[src/rtl/alu_pkg.sv]
// Shared definitions for the arbitrated ALU: op encodings and output-register states.
package alu_pkg;

  localparam int unsigned ALU_OP_W = 3;

  localparam logic [ALU_OP_W-1:0] ALU_ADD = 3'b000;
  localparam logic [ALU_OP_W-1:0] ALU_SUB = 3'b001;
  localparam logic [ALU_OP_W-1:0] ALU_AND = 3'b010;
  localparam logic [ALU_OP_W-1:0] ALU_OR  = 3'b011;
  localparam logic [ALU_OP_W-1:0] ALU_XOR = 3'b100;

  localparam logic [0:0] ST_EMPTY = 1'b0;
  localparam logic [0:0] ST_FULL  = 1'b1;

  function automatic logic op_is_legal(input logic [ALU_OP_W-1:0] op);
    return op <= ALU_XOR;
  endfunction

endpackage

[src/rtl/rr_arbiter.sv]
// Combinational round-robin arbiter: scan starts at ptr_i and wraps; first valid wins.
module rr_arbiter #(
  parameter int unsigned NUM_REQ = 2,
  parameter int unsigned IDW     = 1
) (
  input  logic [NUM_REQ-1:0] req_i,
  input  logic [IDW-1:0]     ptr_i,
  input  logic               en_i,
  output logic [NUM_REQ-1:0] gnt_o,
  output logic [IDW-1:0]     gnt_idx_o
);

  logic        found;
  int unsigned idx;

  always_comb begin
    gnt_o     = '0;
    gnt_idx_o = '0;
    found     = 1'b0;
    idx       = 0;
    for (int unsigned off = 0; off < NUM_REQ; off++) begin
      idx = (int'(ptr_i) + off) % NUM_REQ;
      if (en_i && !found && req_i[idx]) begin
        gnt_o[idx] = 1'b1;
        gnt_idx_o  = IDW'(idx);
        found      = 1'b1;
      end
    end
  end

endmodule

[src/rtl/alu_arbiter.sv]
// Shares one ALU among NUM_REQ requesters with round-robin arbitration and a
// single-entry valid/ready result register.
module alu_arbiter
  import alu_pkg::*;
#(
  parameter int unsigned NUM_REQ = 2,
  parameter int unsigned WIDTH   = 32,
  parameter int unsigned IDW     = (NUM_REQ > 1) ? $clog2(NUM_REQ) : 1
) (
  input  logic                        clk,
  input  logic                        rst,
  input  logic [NUM_REQ-1:0]          req_valid,
  output logic [NUM_REQ-1:0]          req_ready,
  input  logic [ALU_OP_W*NUM_REQ-1:0] req_op,
  input  logic [WIDTH*NUM_REQ-1:0]    req_a,
  input  logic [WIDTH*NUM_REQ-1:0]    req_b,
  output logic                        rsp_valid,
  input  logic                        rsp_ready,
  output logic [IDW-1:0]              rsp_id,
  output logic [WIDTH-1:0]            rsp_result,
  output logic                        rsp_zero,
  output logic                        rsp_illegal
);

  function automatic logic [WIDTH-1:0] alu_eval(input logic [ALU_OP_W-1:0] op,
                                                input logic [WIDTH-1:0]    a,
                                                input logic [WIDTH-1:0]    b);
    case (op)
      ALU_ADD: return a + b;
      ALU_SUB: return a - b;
      ALU_AND: return a & b;
      ALU_OR:  return a | b;
      ALU_XOR: return a ^ b;
      default: return '0;
    endcase
  endfunction

  logic [0:0]         state_q, state_d;
  logic [IDW-1:0]     ptr_q, ptr_d;
  logic [IDW-1:0]     id_q, id_d;
  logic [WIDTH-1:0]   result_q, result_d;
  logic               zero_q, zero_d;
  logic               illegal_q, illegal_d;

  logic               can_accept;
  logic               accept;
  logic [NUM_REQ-1:0] gnt;
  logic [IDW-1:0]     gnt_idx;
  logic [ALU_OP_W-1:0] op_sel;
  logic [WIDTH-1:0]   a_sel, b_sel, alu_res;
  int unsigned        ptr_nxt;

  // Reset gates the arbiter so nothing is accepted in a reset cycle.
  assign can_accept = (state_q == ST_EMPTY) || rsp_ready;

  rr_arbiter #(
    .NUM_REQ (NUM_REQ),
    .IDW     (IDW)
  ) u_rr_arbiter (
    .req_i     (req_valid),
    .ptr_i     (ptr_q),
    .en_i      (can_accept && !rst),
    .gnt_o     (gnt),
    .gnt_idx_o (gnt_idx)
  );

  assign req_ready = gnt;
  assign accept    = |(req_valid & gnt);

  always_comb begin
    op_sel = '0;
    a_sel  = '0;
    b_sel  = '0;
    for (int unsigned i = 0; i < NUM_REQ; i++) begin
      if (gnt[i]) begin
        op_sel = req_op[i*ALU_OP_W +: ALU_OP_W];
        a_sel  = req_a[i*WIDTH +: WIDTH];
        b_sel  = req_b[i*WIDTH +: WIDTH];
      end
    end
    alu_res = alu_eval(op_sel, a_sel, b_sel);
  end

  always_comb begin
    state_d   = state_q;
    ptr_d     = ptr_q;
    id_d      = id_q;
    result_d  = result_q;
    zero_d    = zero_q;
    illegal_d = illegal_q;
    ptr_nxt   = (int'(gnt_idx) + 1) % NUM_REQ;
    if (accept) begin
      state_d   = ST_FULL;
      ptr_d     = IDW'(ptr_nxt);
      id_d      = gnt_idx;
      result_d  = alu_res;
      zero_d    = (alu_res == '0);
      illegal_d = !op_is_legal(op_sel);
    end else if (state_q == ST_FULL && rsp_ready) begin
      state_d = ST_EMPTY;
    end
  end

  always_ff @(posedge clk) begin
    if (rst) begin
      state_q   <= ST_EMPTY;
      ptr_q     <= '0;
      id_q      <= '0;
      result_q  <= '0;
      zero_q    <= 1'b0;
      illegal_q <= 1'b0;
    end else begin
      state_q   <= state_d;
      ptr_q     <= ptr_d;
      id_q      <= id_d;
      result_q  <= result_d;
      zero_q    <= zero_d;
      illegal_q <= illegal_d;
    end
  end

  assign rsp_valid   = (state_q == ST_FULL);
  assign rsp_id      = id_q;
  assign rsp_result  = result_q;
  assign rsp_zero    = zero_q;
  assign rsp_illegal = illegal_q;

endmodule

[config.mk]
export PLATFORM = sky130hd
export DESIGN_NAME = alu_arbiter
export DESIGN_NICKNAME = d
export VERILOG_FILES = /design/src/rtl/alu_pkg.sv /design/src/rtl/rr_arbiter.sv /design/src/rtl/alu_arbiter.sv
export SDC_FILE = /design/constraint.sdc
export NUM_CORES = 1
export LEC_CHECK = 0
export CORE_MARGIN = 8
export CORE_UTILIZATION = 54
export CTS_CLUSTER_SIZE = 40
export DETAILED_ROUTE_END_ITERATION = 8
export PLACE_DENSITY = 0.94
export SETUP_SLACK_MARGIN = 0.4
export SYNTH_ARGS = -nofsm -noshare
export SYNTH_HDL_FRONTEND = slang
export SYNTH_HIERARCHICAL = 1
export SYNTH_SLANG_ARGS = --single-unit
[constraint.sdc]
create_clock -name clk -period 13 [get_ports clk]
set_input_delay 2.6 -clock clk [delete_from_list [all_inputs] [get_ports clk]]
set_output_delay 2.6 -clock clk [all_outputs]
set_load 0.02 [all_outputs]
==> After elaboration in Yosys (flattened, before gate mapping) <==
Cells that the tools add are included.
{ "classes": {"n_eq_ne": 4, "reduce_logical": 15, "bitwise": 6, "muxes": 22, "order_cmp": 5, "add_sub_neg": 4} }
{ "ops": {"columns": ["operator", "n"], "rows": [
  ["$pmux W32 S5", 1],
  ["$mux W32", 4],
  ["$add A32 B32 Y32", 1],
  ["$and A32 B32 Y32", 1],
  ["$logic_not A32 Y1", 1],
  ["$or A32 B32 Y32", 1],
  ["$sub A32 B32 Y32", 1],
  ["$xor A32 B32 Y32", 1],
  ["$mux W1", 11],
  ["$logic_and A1 B1 Y1", 7],
  ["$eq A3 B2 Y1 const B", 2],
  ["$mux W3", 2],
  ["$lt A1 B2 Y1 const B", 2],
  ["$mux W2", 2],
  ["$eq A3 B1 Y1 const B", 1],
  ["$eq A3 B3 Y1 const B", 1],
  ["$le A3 B3 Y1 const B", 1],
  ["$logic_not A1 Y1", 3],
  ["$logic_not A3 Y1", 1],
  ["$add A1 B1 Y1 const B", 2],
  ["$and A2 B2 Y2", 1],
  ["$demux W1 S1", 2],
  ["$ge A1 B1 Y1 const B", 2],
  ["$or A2 B2 Y2", 1],
  ["4 further kinds", 4]
]} }
{ "totals": {"output_inout_bits": 38, "inputBits": 139, "word_cells": 62, "ff_bits": 37} }

==> Depth between registers and ports, before layout <==
Gate-level depths: netlist (run 1).
{ "depth": {"depth_word": 14, "mapped_depth": 26} }

==> Modules after synthesis <==
The synthesis (run 1) kept the hierarchy.
{ "modules_own_cells": {"columns": ["module", "instances", "cells_per_inst", "area_each_um2", "seq_area_each_um2"], "rows": [
  ["alu_arbiter", 1, 894, 6441.2, 740.7],
  ["rr_arbiter", 1, 6, 26.3, 0.0]
]} }

==> Least setup slack after synthesis (run 1) <==
OpenSTA, ideal clock, no wires.
{ "synth_path": {"path_kind": "input to register", "start": "in rst", "end": "reg zero_q, in the netlist rsp_zero", "t_required_ns": 12.924, "arrival_ns": 8.030, "path_buffers": 8, "path_stages": 25, "setup_time_ns": 0.076, "setup_slack_ns": 4.894, "path_cell_list": "clkinv_1 -> and2_1 -> nand2_1 -> a21oi_1 -> clkbuf_1 -> buf_2 -> buf_2 -> buf_1 -> clkbuf_1 -> clkbuf_1 -> clkbuf_1 -> a22oi_1 -> inv_1 -> ha_1 -> clkbuf_1 -> a41o_1 -> a221oi_1 -> nand2b_1 -> a41oi_1 -> or3_1 -> a311oi_1 -> nand4_1 -> nor4_1 -> o2111ai_1 -> o22ai_1"} }
{ "synth_via": {"elab_cells_between_ends": 30} }
{ "synth_rtl": {"columns": ["element", "line", "text"], "rows": [
  ["start: declaration", "alu_arbiter.sv:11", "input logic rst,"],
  ["$logic_not A1 Y1 *", "alu_arbiter.sv:62", ".en_i (can_accept && !rst),"],
  ["$logic_and A1 B1 Y1 *", "alu_arbiter.sv:62", null],
  ["$logic_and A1 B1 Y1", "rr_arbiter.sv:23", "if (en_i && !found && req_i[idx]) begin"],
  ["$mux W1", "rr_arbiter.sv:23", null],
  ["$logic_not A1 Y1", "rr_arbiter.sv:23", null],
  ["$logic_and A1 B1 Y1 (2 in a row)", "rr_arbiter.sv:23", null],
  ["$mux W2 *", "rr_arbiter.sv:23", null],
  ["net req_ready[1]", "alu_arbiter.sv:13", "output logic [NUM_REQ-1:0] req_ready,"],
  ["$mux W32 or $mux W3 (tied branches)", "alu_arbiter.sv:75", "if (gnt[i]) begin"],
  ["$sub A32 B32 Y32, or another cell as far along", "alu_arbiter.sv:30", "ALU_SUB: return a - b;"],
  ["$pmux W32 S5", "alu_arbiter.sv:28", "case (op)"],
  ["$logic_not A32 Y1", "alu_arbiter.sv:97", "zero_d = (alu_res == '0);"],
  ["end signal: assignment", "alu_arbiter.sv:117", "zero_q <= zero_d;"],
  ["end: declaration", "alu_arbiter.sv:42", "logic zero_q, zero_d;"]
]} }
The timed path passes the listed nets; every way through them passes the cells marked *.
A chain may end at the register's enable or synchronous reset.

==> Worst setup path after layout (run 1) <==
{ "layout_path": {"start": "in rst", "end": "reg zero_q, in the netlist rsp_zero"} }
{ "layout_via": {"elab_chain_len": 13, "elab_cells_between_ends": 30} }
{ "layout_lines": {"columns": ["element", "line"], "rows": [
  ["$logic_not A1 Y1", "alu_arbiter.sv:62"],
  ["$logic_and A1 B1 Y1", "alu_arbiter.sv:62"],
  ["$logic_and A1 B1 Y1", "rr_arbiter.sv:23"],
  ["$mux W1", "rr_arbiter.sv:23"],
  ["$logic_not A1 Y1", "rr_arbiter.sv:23"],
  ["$logic_and A1 B1 Y1 (2 in a row)", "rr_arbiter.sv:23"],
  ["$mux W2", "rr_arbiter.sv:23"],
  ["$mux W32 or $mux W3 (tied branches) (2 in a row)", "alu_arbiter.sv:75"],
  ["$sub A32 B32 Y32, or another cell as far along", "alu_arbiter.sv:30"],
  ["$pmux W32 S5", "alu_arbiter.sv:28"],
  ["$logic_not A32 Y1", "alu_arbiter.sv:97"]
]} }
Several ways; a longest one is shown, not always the timed one.

==> results_dict.tcl, run 1 <==
set metrics [dict create \
    die_w_um 125 \
    worstSkewPairLatency_ns 0.27 \
    power.leakage_nw 3.71 \
    cp_data_required_time_ns 13.20 \
    synthXorXnorAreaFrac_pct 6.36 \
    dp_hpwl_mm 18.3 \
    drt_iter0_drc 864 \
    num_antenna_cells 0 \
    path_clk_slew_ns 0.05 \
    path_class "in -> reg" \
    htreeDepth 2 \
    yosysTopAreaCell "ha_1" \
    start_util_pct 54.5 \
    setup_tns_ns 0 \
    cts_setup_buffers 0 \
    fin_area_um2 8500 \
    cts_tree "yes" \
    vias 7664 \
    slew_violations 0 \
    synth_warnings 6 \
    drt-pass1-iter-count 5 \
    via_per_inst 6.47 \
    synthMuxAreaShare_pct 0.793 \
    yosys.area_share.simple_pct 18.5 \
    chipHeight_um 125 \
    rr_startpoint "rsp_valid" \
    crit_fanout 60 \
    grtUsageTotal_pct 28.2 \
    drt-total-wl_mm 22.7 \
    async_reset_ff_share_pct 0 \
    p_total_mw 0.736 \
    grt_pass1_wl_mm 37.4 \
    dpl_cell_area_um2 8330 \
    slew-limit-headroom_pct 25.6 \
    avgSynthCellArea_um2 7.19 \
    min_path_cells 2 \
    overflow 0 \
    synth_nets 1133 \
    max_freq_ghz 0.101 \
    cp-end-kind "register" \
    hold_buffers 0 \
    synth_top_flop_cell "dfxtp_1" \
    cts_sinks 37 \
    reg2reg_slack_ns 6.79 \
    synth-edff-count 0 \
    fin_skew_ns 0.00252 \
    grt_max_degree 61 \
    cts_buffers 5 \
    hold_path.class "reg -> reg" \
    ios 177 \
    layout_min_cycle_time_ns 9.90 \
    rows 40 \
    core_area_um2 11900 \
    peakVddDrop_v 0.0000629 \
    hold_end "rsp_result[23]" \
    setup_viol 0 \
    synth_area_leaders "ha_1 18%, dfxtp_1 11%, a22oi_1 9.9%, xnor2_1 5.4%, a21oi_1 4.6%" \
    drc 0 \
    antenna_found_initial 0 \
    rsz0062_at_grt "no" \
    synth_top_area_share_pct 18.0 \
    syn_inst 900 \
    globalplace.congestion 1.02 \
    syn_to_final_growth_pct 31.5 \
    hold_viol 0 \
    cts_root_buf "clkbuf_16" \
    synth.most_common_cell "ha_1" \
    nets 1270 \
    synth_top_family_by_area "compound AO/OA/AOI/OAI gates" \
    cp.arrival_ns 10.10 \
    synth_area_um2 6470 \
    ys_seq_area_share_pct 11.5 \
    n_fill_cell 924 \
    synth_fa_ha_area_share_pct 18.3 \
    powerDensity_nw_per_um2 86.5 \
    run_status "complete, no violations" \
    max_cap_viol_count 0 \
    tightest_slew_ns 1.11 \
    port-buffer-count 176 \
    start_kind "input pin" \
    cts_buffer_depth 2 \
    min_from "rsp_result[23]" \
    synth-seq-cells 37 \
    routedWlPerCell_um 19.1 \
    multi_input_area_um2 5270 \
    grt_pass1_vias 7379 \
    synth-compound-area-share_pct 36.7 \
    yosysUniqueCellTypes 72 \
    regArea_um2 741 \
    synth_top_cells_by_count "93 x ha_1, 85 x a22oi_1, 75 x inv_1, 66 x nor2_1" \
    drive_above_1_share_pct 3.76 \
    reg2reg_depth 22 \
    fin_crit_sh_pct 76.2 \
    die_area_um2 15700 \
    drtAntennaViolNets 0 \
    rr_endpoint "rsp_zero" \
    ctsResizeCount 0 \
]
[power by group]
part | leakage (nW) | internal, mW | switching [mW] | total (mW)
registers | 0.303 | 0.123 | 0.00490 | 0.128
clock network | 0.0841 | 0.0957 | 0.0429 | 0.139
logic | 3.32 | 0.198 | 0.272 | 0.470
total | 3.71 | 0.416 | 0.320 | 0.736
[per-layer routing]
metal	global-route usage, %	wire length (um)	vias up
met3	8.29	2710	30
met5	0	0	-
met1	37.8	9730	3573
met4	6.45	300	0
li1	-	-	3658
met2	43.4	9940	403
[critical path, cell delays in order]
cell and delay, ns:
clkdlybuf4s50_1 1.16, clkinv_1 0.56, and2_1 0.31, nand2_1 0.12, a21oi_4 0.03, buf_4 0.29, nor2b_4 0.82, a22oi_1 0.29
inv_1 0.17, nor2_1 0.08, nand2_1 0.11, nor3_1 0.08, a21oi_1 0.26, xnor2_1 0.17, ha_1 0.34, a41o_1 0.30
a221oi_1 0.56, nand2b_1 0.24, a41oi_1 0.12, or3_1 0.35, a311oi_1 0.31, nand4_1 0.16, nor4_1 0.29, o2111ai_1 0.16
o22ai_1 0.16
[per-stage QoR]
step	cells	worst slack, ns	util [%]	hold WS [ns]
4_1_cts	1185	3.28	71.7	0.462
6_report	1185	3.10	71.7	0.465
2_1_floorplan	900	4.89	-	0.500
5_1_grt	1185	2.42	71.7	0.483
3_3_place_gp	1177	3.23	70.2	0.444
3_5_place_dp	1177	3.03	70.2	0.454
[registers in the layout, summed over array words and instances, names as in the netlist]
register and count:
rsp_illegal 1, rsp_zero 1, rsp_result 32, rsp_id 1, ptr_q 1, rsp_valid 1
[cell usage in the layout, fill, tap and decap left out, types with 7 or more instances in the layout]
master             n
xnor2_1           40
o211ai_1           9
xor2_1             7
a31oi_1           12
nand2_1           59
or3_1             10
clkdlybuf4s50_1  176
nor3_1            17
nand3_1           18
a22oi_1           85
nand2b_1           8
and3_1             7
nor2_1            66
a21oi_1           58
a211oi_1          18
dfxtp_1           37
nand4_1           18
ha_1              93
a21o_1            11
inv_1             75
o22ai_1           22
o21a_1            10
a22o_1             7
buf_4             12
o21ai_0           44
[logic make-up after synthesis]
logic type | Yosys count
compound gates | 342
simple gates | 241
buf+inv | 134
fa+ha+maj | 94
xor+xnor | 47
flops | 37
mux | 5
[cell type report]
type                    instances  area share [%]
multi-input cells             729            62.0
repair buffers                188            21.8
flip-flops and latches         37            8.71
inverters                      76            3.35
well taps                     147            2.16
clock buffers                   7            1.68
clock inverters                 1           0.353
[worst max-delay path by stage]
stage / from / end / slack (ns) / cells after the start
2_1_floorplan: rst / rsp_zero / 4.89 / 25
3_3_place_gp: rst / rsp_zero / 3.23 / 26
3_5_place_dp: rst / rsp_zero / 3.03 / 25
4_1_cts: rst / rsp_zero / 3.28 / 25
5_1_grt: rst / rsp_zero / 2.42 / 26
6_report: rst / rsp_zero / 3.10 / 25
Power figures use the tool's default switching activity.
==> run 2, diff against run 1 <==
CORE_UTILIZATION = 46   (was 54)
PLACE_DENSITY = 0.86   (was 0.94)
clock period = 8.5 ns   (was 13 ns; I/O delays follow)
==> run 2 against run 1 <==
Power up 48%. Hold slack worse by 0.0064 ns. Highest routed layer unchanged. Global-route usage down 3.7 points. Critical path depth unchanged. Clock power up 29%. Final cell count up 3.0%. Worst setup slack worse by 2.2 ns. Via count down 1.5%.
==> results_dict.tcl, run 2 (same netlist as run 1, synthesis figures left out) <==
set metrics [dict create \
    run_status "complete, no violations" \
    die_area_um2 18100 \
    max_freq_ghz 0.132 \
    peakVddDrop_v 0.0000785 \
    setup_tns_ns 0 \
    max_cap_viol_count 0 \
    critPathSlowestCell "a21oi_4" \
    overflow 0 \
    chipHeight_um 135 \
    powerDensity_nw_per_um2 127 \
    drt_iter0_drc 687 \
    ios 177 \
    nets 1273 \
    drt-pass1-iter-count 5 \
    vias 7549 \
    final_cell_mix "176 x clkdlybuf4s50_1, 93 x ha_1, 85 x a22oi_1, 75 x inv_1, 66 x nor2_1" \
    largest_reg_flops 32 \
    antenna_found_initial 0 \
    multi_input_area_um2 5270 \
    port-buffer-count 176 \
    fin_crit_sh_pct 89.0 \
    regArea_um2 741 \
    final_cells 1221 \
    cts_buffers 5 \
    max_stage_delay_ns 0.44 \
    syn_to_final_growth_pct 32.0 \
    hold_path.class "reg -> reg" \
    p_total_mw 1.09 \
    hold_viol 0 \
    crit_fanout 39 \
    rows 43 \
    via_per_inst 6.18 \
    slew_violations 0 \
    globalplace.congestion 0.930 \
    cts_buffer_depth 2 \
    cts_tree "yes" \
    setup_viol 0 \
    cts_root_buf "clkbuf_16" \
    num_antenna_cells 0 \
    power.leakage_nw 3.71 \
    tightest_slew_ns 0.875 \
    drtAntennaViolNets 0 \
    slew-limit-headroom_pct 40.9 \
    core_area_um2 13800 \
    grtUsageTotal_pct 24.5 \
    place_inst 1213 \
    n_fill_cell 1255 \
    ctsResizeCount 0 \
    routedWlPerCell_um 19.0 \
    cts_setup_buffers 0 \
    grt_pass1_wl_mm 36.8 \
    fin_skew_ns 0.00248 \
    grt_pass1_vias 7041 \
    layout_min_cycle_time_ns 7.56 \
    cp.arrival_ns 7.77 \
    cp-end-kind "register" \
    start_util_pct 46.8 \
    drive_above_1_share_pct 4.13 \
    hold_buffers 0 \
    cts_sinks 37 \
    worstSkewPairLatency_ns 0.28 \
    htreeDepth 2 \
    start_kind "input pin" \
    drc 0 \
    rsz0062_at_grt "no" \
    path_clk_slew_ns 0.06 \
    path_class "in -> reg" \
    final_common_cell "clkdlybuf4s50_1" \
    cp_data_required_time_ns 8.71 \
    dp_hpwl_mm 19.1 \
    fin_area_um2 8540 \
    grt_max_degree 49 \
    drt-total-wl_mm 23.2 \
    die_w_um 135 \
    dpl_cell_area_um2 8400 \
]
[run 2: cell types whose count changed in the layout (fill, tap and decap cells not counted)]
cell	before	now
clkbuf_8	1	0
buf_4	12	15
clkinvlp_4	0	1
clkinv_2	0	2
clkbuf_1	1	0
bufinv_16	1	0
[run 2: per-layer routing]
layer	global-route usage (%)	vias up	wire (um)
li1	-	3667	-
met1	35.2	3459	10500
met2	37.1	405	9750
met3	5.09	18	2710
met4	3.87	0	224
met5	0	-	0
[run 2: stage by stage]
stage          setup slack (ns)  hold slack [ns]  util [%]
2_1_floorplan              1.29            0.500         -
3_3_place_gp              0.858            0.443      60.7
3_5_place_dp              0.715            0.454      60.7
4_1_cts                    1.00            0.460      61.8
5_1_grt                   0.421            0.477      61.8
6_report                  0.937            0.459      61.8
[run 2: area by class of cell]
type                            instances  share of cell area, %
Tap cell                              180                   2.64
Sequential cell                        37                   8.68
Timing Repair Buffer                  191                   22.0
Inverter                               76                   3.34
Clock inverter                          3                  0.205
Clock buffer                            5                   1.47
Multi-Input combinational cell        729                   61.7
[run 2: critical path: cells and delay by family]
family / cells / cell delay, ns
buffers and inverters: 3 / 0.92
adders and majority gates: 1 / 0.37
and+or+nand+nor: 10 / 2.30
AOI/OAI and AO/OA: 10 / 2.33
xor gates and xnor gates: 1 / 0.11
[run 2: worst paths after layout]
check | start | end | slack (ns) | cells after the start
worst max-delay path | rst | rsp_zero | 0.94 | 25
worst min-delay path | rsp_result[23] | rsp_result[23] | 0.46 | 2
worst max register to register | rsp_valid | rsp_zero | 2.61 | 24
worst min register to register | rsp_result[23] | rsp_result[23] | 0.46 | 2
[run 2: report_power, final]
group / switching (mW) / internal [mW] / total [mW]
combinational: 0.411 / 0.303 / 0.714
clock: 0.0718 / 0.107 / 0.179
sequential: 0.00754 / 0.188 / 0.195
==> run 3, diff against run 2 <==
SLEW_MARGIN = 40   (was unset)
==> run 3 against run 2 <==
Non-clock buffer count unchanged. First-iteration DRC count up 9.5%. Via count up 0.33%. Global-route usage unchanged. Highest routed layer unchanged. Power up 0.16%. Core utilization about the same. Final cell count unchanged. Sequential power about the same.
==> results_dict.tcl, run 3 (same netlist as run 1, synthesis figures left out) <==
set metrics [dict create \
    start_kind "input pin" \
    port-buffer-count 176 \
    hold_buffers 0 \
    powerDensity_nw_per_um2 128 \
    cts_root_buf "clkbuf_16" \
    cp-end-kind "register" \
    core_area_um2 13800 \
    cts_sinks 37 \
    via_per_inst 6.20 \
    slew-limit-headroom_pct 58.2 \
    peakVddDrop_v 0.0000786 \
    power.leakage_nw 3.71 \
    drtAntennaViolNets 0 \
    chipHeight_um 135 \
    globalplace.congestion 0.930 \
    cp.arrival_ns 7.80 \
    max_cap_viol_count 0 \
    n_fill_cell 1253 \
    cts_buffer_depth 2 \
    cts_tree "yes" \
    die_area_um2 18100 \
    run_status "complete, no violations" \
    drc 0 \
    path_class "in -> reg" \
    cts_setup_buffers 0 \
    ios 177 \
    utilization_pct 61.8 \
    antenna_found_initial 0 \
    ctsResizeCount 0 \
    overflow 0 \
    path_clk_slew_ns 0.06 \
    final_common_cell "clkdlybuf4s50_1" \
    drive_above_1_share_pct 4.23 \
    worstSkewPairLatency_ns 0.28 \
    max_stage_delay_ns 0.44 \
    hold_path.class "reg -> reg" \
    grt_max_degree 49 \
    critPathSlowestCell "a21oi_4" \
    syn_to_final_growth_pct 32.1 \
    grtUsageTotal_pct 24.5 \
    slew_violations 0 \
    htreeDepth 2 \
    cp_data_required_time_ns 8.71 \
    rsz0062_at_grt "no" \
    tightest_slew_ns 0.619 \
    start_util_pct 46.8 \
    vias 7574 \
    hold_viol 0 \
    die_w_um 135 \
    grt_pass1_vias 7041 \
    max_freq_ghz 0.132 \
    grt_pass1_wl_mm 36.8 \
    fin_crit_sh_pct 89.4 \
    drt-pass1-iter-count 5 \
    num_antenna_cells 0 \
    setup_viol 0 \
    largest_reg_flops 32 \
    routedWlPerCell_um 19.1 \
    dp_hpwl_mm 19.1 \
    drt-total-wl_mm 23.4 \
    rows 43 \
    drt_iter0_drc 752 \
    crit_fanout 39 \
    fin_skew_ns 0.00259 \
    final_cell_mix "176 x clkdlybuf4s50_1, 93 x ha_1, 85 x a22oi_1, 75 x inv_1, 66 x nor2_1" \
    cts_buffers 5 \
    nets 1273 \
    setup_tns_ns 0 \
    layout_min_cycle_time_ns 7.60 \
]
[run 3: cell count changes in the layout (fill, tap and decap cells not counted)]
cell,before,now
nor4bb_2,0,1
nor4bb_1,1,0
[run 3: metrics by stage]
step	std cells	cell area [um^2]	worst slack, ns	power, mW	hold WS, ns
2_1_floorplan	900	6470	1.29	0.667	0.500
3_3_place_gp	1213	8400	0.858	0.888	0.443
3_5_place_dp	1213	8400	0.715	0.895	0.454
4_1_cts	1221	8540	1.00	1.08	0.460
5_1_grt	1221	8540	0.419	1.16	0.477
6_report	1221	8540	0.901	1.09	0.460
[run 3: worst paths after layout]
kind	depth (start not counted)	to	slack, ns	start
worst max register to register	24	rsp_zero	2.58	rsp_valid
worst min-delay path	2	rsp_result[23]	0.46	rsp_result[23]
worst max-delay path	25	rsp_zero	0.90	rst
worst min register to register	2	rsp_result[23]	0.46	rsp_result[23]
[run 3: layout make-up]
type	count	area (um^2)	share of cell area, %
clock buffers	5	125	1.46
clock inverters	3	17.5	0.205
inverters	76	285	3.34
multi-input cells	729	5280	61.8
flip-flops and latches	37	741	8.67
well taps	180	225	2.64
repair buffers	191	1870	21.9
[run 3: per-layer routing]
layer / wire, um / up-vias / global-route usage (%)
met5: 0 / - / 0
met1: 10700 / 3502 / 35.2
met3: 2580 / 16 / 5.09
met4: 146 / 0 / 3.87
met2: 9930 / 392 / 37.1
li1: - / 3664 / -
[run 3: where the power goes]
group | internal [mW] | switching (mW) | total [mW]
registers | 0.188 | 0.00755 | 0.195
clock network | 0.107 | 0.0722 | 0.180
logic | 0.303 | 0.412 | 0.715
total | 0.598 | 0.492 | 1.09
[run 3: critical path, delay by kind of cell]
family / cells / cell delay (ns)
AND/OR/NAND/NOR: 10 / 2.34
AO/OA/AOI/OAI: 10 / 2.33
buffers and inverters: 3 / 0.93
adder cells (fa/ha/maj): 1 / 0.37
XOR/XNOR: 1 / 0.11
